--- src/rtl/mandelbrot_iterator_if.sv ---
// Bundle between the Mandelbrot iteration controller and its environment.
// It carries the pixel handshake, the result handshake and the single-step
// ALU bus. The controller takes the slave view; the environment (pixel
// generator, colour mapper and ALU together) takes the master view.
interface mandelbrot_iterator_if #(
  parameter int WIDTH      = 8,
  parameter int ITER_WIDTH = 8
);
  logic                  pixel_valid;
  logic                  pixel_ready;
  logic [WIDTH-1:0]      cr;
  logic [WIDTH-1:0]      ci;
  logic [ITER_WIDTH-1:0] max_iter;

  logic                  result_valid;
  logic                  result_ready;
  logic [ITER_WIDTH-1:0] result_iter;
  logic                  result_escaped;

  logic                  alu_start;
  logic                  alu_finished;
  logic [WIDTH-1:0]      alu_cr;
  logic [WIDTH-1:0]      alu_ci;
  logic [WIDTH-1:0]      alu_zr;
  logic [WIDTH-1:0]      alu_zi;
  logic [WIDTH-1:0]      alu_zr_next;
  logic [WIDTH-1:0]      alu_zi_next;
  logic                  alu_size;
  logic                  alu_overflow;

  modport master (
    output pixel_valid, cr, ci, max_iter, result_ready,
           alu_finished, alu_zr_next, alu_zi_next, alu_size, alu_overflow,
    input  pixel_ready, result_valid, result_iter, result_escaped,
           alu_start, alu_cr, alu_ci, alu_zr, alu_zi
  );

  modport slave (
    input  pixel_valid, cr, ci, max_iter, result_ready,
           alu_finished, alu_zr_next, alu_zi_next, alu_size, alu_overflow,
    output pixel_ready, result_valid, result_iter, result_escaped,
           alu_start, alu_cr, alu_ci, alu_zr, alu_zi
  );
endinterface

--- src/rtl/mandelbrot_iterator.sv ---
// Per-pixel Mandelbrot iteration controller. Takes one point c, seeds z = 0,
// and repeatedly starts the single-step ALU (z' = z^2 + c), feeding each
// result back as the next z. It stops on escape (size or overflow) or when
// the iteration limit is reached, then returns the count and an escaped flag.
module mandelbrot_iterator #(
  parameter int WIDTH      = 8,
  parameter int ITER_WIDTH = 8
) (
  input logic                  clk,
  input logic                  rst_n,
  mandelbrot_iterator_if.slave bus
);

  typedef enum logic [1:0] {
    IDLE,
    START,
    WAIT,
    DONE
  } state_t;

  state_t                state, state_n;
  logic [WIDTH-1:0]      c_r, c_i, z_r, z_i;
  logic [WIDTH-1:0]      c_r_n, c_i_n, z_r_n, z_i_n;
  logic [ITER_WIDTH-1:0] limit, limit_n;
  logic [ITER_WIDTH-1:0] iter, iter_n, iter_inc;
  logic [ITER_WIDTH-1:0] res_iter, res_iter_n;
  logic                  res_esc, res_esc_n;
  logic                  pixel_ready_q, result_valid_q, alu_start_q;

  // iter < limit always holds here, so this never wraps
  assign iter_inc = iter + 1'b1;

  // Next-state and next-datapath decode; every register holds by default
  always_comb begin
    state_n    = state;
    c_r_n      = c_r;
    c_i_n      = c_i;
    z_r_n      = z_r;
    z_i_n      = z_i;
    limit_n    = limit;
    iter_n     = iter;
    res_iter_n = res_iter;
    res_esc_n  = res_esc;
    case (state)
      IDLE: begin
        if (bus.pixel_valid) begin
          c_r_n   = bus.cr;
          c_i_n   = bus.ci;
          limit_n = bus.max_iter;
          z_r_n   = '0;
          z_i_n   = '0;
          iter_n  = '0;
          if (bus.max_iter == '0) begin
            state_n    = DONE;
            res_iter_n = '0;
            res_esc_n  = 1'b0;
          end else begin
            state_n = START;
          end
        end
      end
      START: begin
        state_n = WAIT;
      end
      WAIT: begin
        if (bus.alu_finished) begin
          if (bus.alu_size | bus.alu_overflow) begin
            // escaping step: report its index, keep the last good z
            state_n    = DONE;
            res_iter_n = iter;
            res_esc_n  = 1'b1;
          end else begin
            z_r_n  = bus.alu_zr_next;
            z_i_n  = bus.alu_zi_next;
            iter_n = iter_inc;
            if (iter_inc == limit) begin
              state_n    = DONE;
              res_iter_n = limit;
              res_esc_n  = 1'b0;
            end else begin
              state_n = START;
            end
          end
        end
      end
      DONE: begin
        if (bus.result_ready) begin
          state_n = IDLE;
        end
      end
      default: begin
        state_n = IDLE;
      end
    endcase
  end

  // State, datapath and registered handshake outputs
  always_ff @(posedge clk or negedge rst_n) begin
    if (!rst_n) begin
      state          <= IDLE;
      c_r            <= '0;
      c_i            <= '0;
      z_r            <= '0;
      z_i            <= '0;
      limit          <= '0;
      iter           <= '0;
      res_iter       <= '0;
      res_esc        <= 1'b0;
      pixel_ready_q  <= 1'b1;
      result_valid_q <= 1'b0;
      alu_start_q    <= 1'b0;
    end else begin
      state          <= state_n;
      c_r            <= c_r_n;
      c_i            <= c_i_n;
      z_r            <= z_r_n;
      z_i            <= z_i_n;
      limit          <= limit_n;
      iter           <= iter_n;
      res_iter       <= res_iter_n;
      res_esc        <= res_esc_n;
      // outputs are registered copies of the decoded next state
      pixel_ready_q  <= (state_n == IDLE);
      result_valid_q <= (state_n == DONE);
      alu_start_q    <= (state_n == START);
    end
  end

  assign bus.pixel_ready    = pixel_ready_q;
  assign bus.result_valid   = result_valid_q;
  assign bus.result_iter    = res_iter;
  assign bus.result_escaped = res_esc;
  assign bus.alu_start      = alu_start_q;
  assign bus.alu_cr         = c_r;
  assign bus.alu_ci         = c_i;
  assign bus.alu_zr         = z_r;
  assign bus.alu_zi         = z_i;

endmodule

--- src/flat_wrapper.sv ---
// flat-port wrapper written by rule: the top's interface ports become plain ports
module mandelbrot_iterator_flat 
#(
  parameter int WIDTH      = 8,
  parameter int ITER_WIDTH = 8
)
  (clk, rst_n, bus_pixel_valid, bus_cr, bus_ci, bus_max_iter, bus_result_ready, bus_alu_finished, bus_alu_zr_next, bus_alu_zi_next, bus_alu_size, bus_alu_overflow, bus_pixel_ready, bus_result_valid, bus_result_iter, bus_result_escaped, bus_alu_start, bus_alu_cr, bus_alu_ci, bus_alu_zr, bus_alu_zi);
  mandelbrot_iterator_if #(.WIDTH(WIDTH), .ITER_WIDTH(ITER_WIDTH)) bus_i ();
  input logic clk;
  input logic rst_n;
  input wire logic [$bits(bus_i.pixel_valid)-1:0] bus_pixel_valid;
  input wire logic [$bits(bus_i.cr)-1:0] bus_cr;
  input wire logic [$bits(bus_i.ci)-1:0] bus_ci;
  input wire logic [$bits(bus_i.max_iter)-1:0] bus_max_iter;
  input wire logic [$bits(bus_i.result_ready)-1:0] bus_result_ready;
  input wire logic [$bits(bus_i.alu_finished)-1:0] bus_alu_finished;
  input wire logic [$bits(bus_i.alu_zr_next)-1:0] bus_alu_zr_next;
  input wire logic [$bits(bus_i.alu_zi_next)-1:0] bus_alu_zi_next;
  input wire logic [$bits(bus_i.alu_size)-1:0] bus_alu_size;
  input wire logic [$bits(bus_i.alu_overflow)-1:0] bus_alu_overflow;
  output wire logic [$bits(bus_i.pixel_ready)-1:0] bus_pixel_ready;
  output wire logic [$bits(bus_i.result_valid)-1:0] bus_result_valid;
  output wire logic [$bits(bus_i.result_iter)-1:0] bus_result_iter;
  output wire logic [$bits(bus_i.result_escaped)-1:0] bus_result_escaped;
  output wire logic [$bits(bus_i.alu_start)-1:0] bus_alu_start;
  output wire logic [$bits(bus_i.alu_cr)-1:0] bus_alu_cr;
  output wire logic [$bits(bus_i.alu_ci)-1:0] bus_alu_ci;
  output wire logic [$bits(bus_i.alu_zr)-1:0] bus_alu_zr;
  output wire logic [$bits(bus_i.alu_zi)-1:0] bus_alu_zi;
  assign bus_i.pixel_valid = bus_pixel_valid;
  assign bus_i.cr = bus_cr;
  assign bus_i.ci = bus_ci;
  assign bus_i.max_iter = bus_max_iter;
  assign bus_i.result_ready = bus_result_ready;
  assign bus_i.alu_finished = bus_alu_finished;
  assign bus_i.alu_zr_next = bus_alu_zr_next;
  assign bus_i.alu_zi_next = bus_alu_zi_next;
  assign bus_i.alu_size = bus_alu_size;
  assign bus_i.alu_overflow = bus_alu_overflow;
  assign bus_pixel_ready = bus_i.pixel_ready;
  assign bus_result_valid = bus_i.result_valid;
  assign bus_result_iter = bus_i.result_iter;
  assign bus_result_escaped = bus_i.result_escaped;
  assign bus_alu_start = bus_i.alu_start;
  assign bus_alu_cr = bus_i.alu_cr;
  assign bus_alu_ci = bus_i.alu_ci;
  assign bus_alu_zr = bus_i.alu_zr;
  assign bus_alu_zi = bus_i.alu_zi;
  mandelbrot_iterator #(.WIDTH(WIDTH), .ITER_WIDTH(ITER_WIDTH)) u_core (.clk(clk), .rst_n(rst_n), .bus(bus_i));
endmodule
--- config.mk ---
export PLATFORM = sky130hd
export DESIGN_NAME = mandelbrot_iterator_flat
export DESIGN_NICKNAME = d
export VERILOG_FILES = /design/src/rtl/mandelbrot_iterator_if.sv /design/src/rtl/mandelbrot_iterator.sv /design/src/flat_wrapper.sv
export SDC_FILE = /design/constraint.sdc
export NUM_CORES = 1
export LEC_CHECK = 0
export ABC_AREA = 1
export CORE_MARGIN = 4
export CORE_UTILIZATION = 34
export DETAILED_ROUTE_END_ITERATION = 10
export PLACE_DENSITY = 0.69
export SETUP_SLACK_MARGIN = 0.2
export SLEW_MARGIN = 20
export SYNTH_ARGS = -nofsm -noshare
export SYNTH_HDL_FRONTEND = slang
export SYNTH_SLANG_ARGS = --single-unit
--- constraint.sdc ---
create_clock -name clk -period 2.3 [get_ports clk]
set_input_delay 0.23 -clock clk [delete_from_list [all_inputs] [get_ports clk]]
set_output_delay 0.23 -clock clk [all_outputs]
set_load 0.02 [all_outputs]
==> run summary <==
The setup slack of the most critical reg-to-reg path is 0.38 ns. For this run, the slowest stage of the critical path takes 0.40 ns. The die covers 0.0100 mm^2. The count of input and output buffers is 90. Along the worst path, the maximum fanout reaches 4.

Timing analysis after detailed placement gives a worst setup slack of 0.266 ns. In the layout the commonest cells are sky130_fd_sc_hd__nand2_1, sky130_fd_sc_hd__clkdlybuf4s50_1, sky130_fd_sc_hd__dfrtp_1, sky130_fd_sc_hd__nand3_1, sky130_fd_sc_hd__inv_1. The internal power is 3190 uW. The peak supply drop is 0.000758 V.

The average instance area after synthesis is 8.91 um^2. CTS placed an instance of sky130_fd_sc_hd__clkbuf_8 at the clock tree root. The post-DP HPWL came out at 5400 um. The least setup slack across all paths after layout is 0.383 ns. The wire length reported by the detailed router came out at 7220 um. The number of standard-cell rows in the floorplan came out at 33. The average vias per placed instance came out at 4.74. The total net switching power is 2170 uW. For this design, the slowest cell found on the critical path is sky130_fd_sc_hd__dfrtp_1.

The setup TNS after final layout came out at 0 ns. Counting flops with a built-in enable in the synthesized netlist gives 0. The path class of the tightest hold or removal check is in2async. Setup repair after global routing left no endpoint under its margin. The fraction of power spent switching nets is 40.5%. The placeable core region is 0.00822 mm^2. The data arrival time of the critical path is 2.19 ns. The number of global-route vias before repair came out at 2636. The number of fill cells is 770. The number of antenna-violating nets in the routed design is 0.

The clock-pin slew reported for the worst setup and hold paths after clock tree synthesis came out at 0.07 ns. The die span in y is 100 um. The level count of the clock H-tree came out at 3. The critical path goes through ha_2 > nand3_1 > nor2_2 > nand2_1 > nand2_1 > nor2_1 > nor2_1 > nand3_2 > buf_4 > nand3_2 > nand3_1 > nand2_1. The final weighted congestion of routability-driven global placement came out at 0.859. The slew of the pin with the lowest slew margin came out at 0.541 ns. For this design the static power due to leakage is 0.00188 uW. For this configuration, the core starts out at a cell density of 35.1%. The via count is 2538. The later pin in the worst-skew pair is clocked with a latency of 0.34 ns.

The final setup violation count is 0. The cell class contributing the biggest share of worst-path delay is simple AND/OR/NAND/NOR gates. The most numerous cell type found on the critical path is sky130_fd_sc_hd__nand2_1. The sequential share of power came out at 34.7%. The register area share after synthesis came out at 53.8%.

The clock power share is 16.0%. The first-pass GRT wire length came out at 12200 um. The total power density per cell area came out at 1280 mW/mm^2. The first routing iteration left 113 violations. The final clock period utilization by the worst path is 83.4%. The headroom to the max-slew limit came out at 63.8%.

The number of nets in the synthesized netlist is 372. The detailed-router iteration count before antenna repair is 4. Per report_power, the combinational group accounts for 49.2% of the total. The global-route congestion overflow total came out at 0. After synthesis the netlist holds a flip-flop and latch count of 62. For the worst setup path, the data required time is 2.57 ns. The number of buffers added by the clock tree synthesis step came out at 9. The run finished with clean final reports.

During synthesis, Yosys emitted a total of 0 warnings. The layout overhead on the synthesized area came out at 44.5%. The maximum clock insertion buffer count is 2. The most common library cell in the layout ignoring fill and taps is sky130_fd_sc_hd__nand2_1. The share of async-settable or async-resettable flops after synthesis is 100%.

For this design, the sink count on the clock tree is 62. TritonCTS built the clock tree. The largest net degree at the start of global routing is 63. The number of hold-slack violations in the final timing report is 0. Together, buffers and inverters on the worst path number 1. The number of pins exceeding their max-slew limit in the final report came to 0. The worst clock skew on the final layout came out at 0.00599 ns. The count of different cell masters after synthesis came out at 30. The length in cells of the worst reg-to-reg path came out at 12.

The number of instances in the synthesized netlist came out at 324. The shortest period the worst path allows came out at 1.92 ns. The top-level I/O count came out at 91. The worst setup path is captured at a flop. The max-capacitance violation count is 0. The antenna diode instance count came out at 0. The critical path class is reg2reg.

The kind of start point of the critical path is a flop. The initial antenna violation count is 0. The routed length per placed instance is 13.5 um. The number of remaining DRC errors came out at 0. Among all flip-flop cells after synthesis, the most frequent one is sky130_fd_sc_hd__dfrtp_1. The number of nets in the layout came out at 474. The combined area of all synthesized cells came out at 0.00289 mm^2. The worst register-to-register path begins at u_core.iter[1].

In this run the critical register-to-register path is captured at u_core.bus.result_iter[6]. In the global route stage, overall resource usage came out at 15.1%. The horizontal extent of the die came out at 100 um.

The proportion of layout cells with a drive suffix above 1 is 14.8%. The maximum frequency from static timing analysis is 0.522 GHz.
-- metal layers --
metal / up-vias / track usage, % / part of all wire (%)
met1: 1178 / 18.1 / 41
met5: - / 0 / 0
met3: 6 / 7.09 / 8.9
met2: 84 / 24.8 / 49
li1: 1270 / - / -
met4: 0 / 3.52 / 0.60
-- how the worst max path moves through the flow --
stage | slack [ns] | startpoint | cells past startpoint | to
after floorplan | 0.61 | u_core.iter[0] | 11 | u_core.bus.result_escaped
after global placement | 0.33 | u_core.iter[0] | 12 | u_core.bus.result_iter[0]
final | 0.38 | u_core.iter[1] | 12 | u_core.bus.result_iter[6]
after detailed placement | 0.27 | u_core.iter[0] | 12 | u_core.bus.result_iter[6]
after global routing | 0.21 | u_core.iter[1] | 12 | u_core.bus.result_iter[3]
after CTS | 0.25 | u_core.iter[0] | 12 | u_core.bus.result_iter[6]
-- registers in the layout, summed over array words and instances (netlist names) --
name and flops:
u_core.bus.alu_cr 8, u_core.bus.alu_start 1, u_core.bus.result_valid 1, u_core.limit 8, u_core.bus.result_escaped 1, u_core.bus.alu_zi 8, u_core.bus.alu_zr 8, u_core.iter 8
u_core.bus.result_iter 8, u_core.bus.pixel_ready 1, u_core.state 2, u_core.bus.alu_ci 8
-- worst reg2reg max path: stages, from the launching register on --
cell and delay, ns:
sky130_fd_sc_hd__dfrtp_1 0.40, sky130_fd_sc_hd__ha_2 0.24, sky130_fd_sc_hd__nand3_1 0.17, sky130_fd_sc_hd__nor2_2 0.15, sky130_fd_sc_hd__nand2_1 0.06, sky130_fd_sc_hd__nand2_1 0.09
sky130_fd_sc_hd__nor2_1 0.05, sky130_fd_sc_hd__nor2_1 0.13, sky130_fd_sc_hd__nand3_2 0.15, sky130_fd_sc_hd__buf_4 0.18, sky130_fd_sc_hd__nand3_2 0.08, sky130_fd_sc_hd__nand3_1 0.08
sky130_fd_sc_hd__nand2_1 0.09
-- cell usage after synthesis (all sizes together), types with 3 or more instances --
library cell | count | area (um^2)
nand2 | 97 | 372
inv | 29 | 109
o21ai | 17 | 88.8
nor2 | 20 | 92.6
a21oi | 13 | 80.1
dfrtp | 61 | 1530
buf | 6 | 28.8
nand3 | 42 | 228
mux2 | 18 | 203
o22ai | 6 | 37.5
nand3b | 3 | 22.5
clkbuf | 4 | 15.0
-- cell type report --
cell class | instances | area [um^2] | area share [%]
clock buffer | 10 | 138 | 3.30
clock inverter | 6 | 47.5 | 1.14
inverter | 29 | 109 | 2.61
multi-input combinational | 224 | 1200 | 28.9
sequential | 62 | 1550 | 37.2
tap | 105 | 131 | 3.15
timing repair buffer | 100 | 986 | 23.6
-- kinds of logic (layout without fill, tap and decap cells) --
group	Yosys count	in the layout	synth area share, %
fa+ha+maj	1	1	0.434
compound gates	38	38	7.68
xor+xnor	2	2	0.607
simple gates	164	165	25.2
buf+inv	39	145	5.29
flops	62	62	53.8
mux	18	18	7.02
-- power by group through the flow --
stage	logic (uW)	registers (uW)	clock network [uW]
after detailed placement	2620	1880	0
after CTS	2630	1870	890
after global routing	2900	1930	941
final	2640	1860	859
after floorplan	1100	2260	0
after global placement	2560	1850	0
-- timing repair --
| item | in CTS | in global routing |
|---|---|---|
| setup endpoints to repair | 0 | 13 |
| hold buffers | 1 | 0 |
| resized for setup | 0 | 5 |
| setup buffers | 0 | 3 |
| hold endpoints to repair | 61 | 0 |
-- per-stage QoR --
stage,power (uW),util (%),hold WS [ns],cells,cell area [um^2]
3_5_place_dp,4500,47.8,0.274,515,3930
4_1_cts,5380,50.2,0.434,532,4120
3_3_place_gp,4410,47.8,0.268,515,3930
6_report,5360,50.7,0.424,536,4170
5_1_grt,5770,50.7,0.426,536,4170
2_1_floorplan,3360,-,-0.0656,324,2890
No activity file was read; power rests on OpenSTA's default activity.
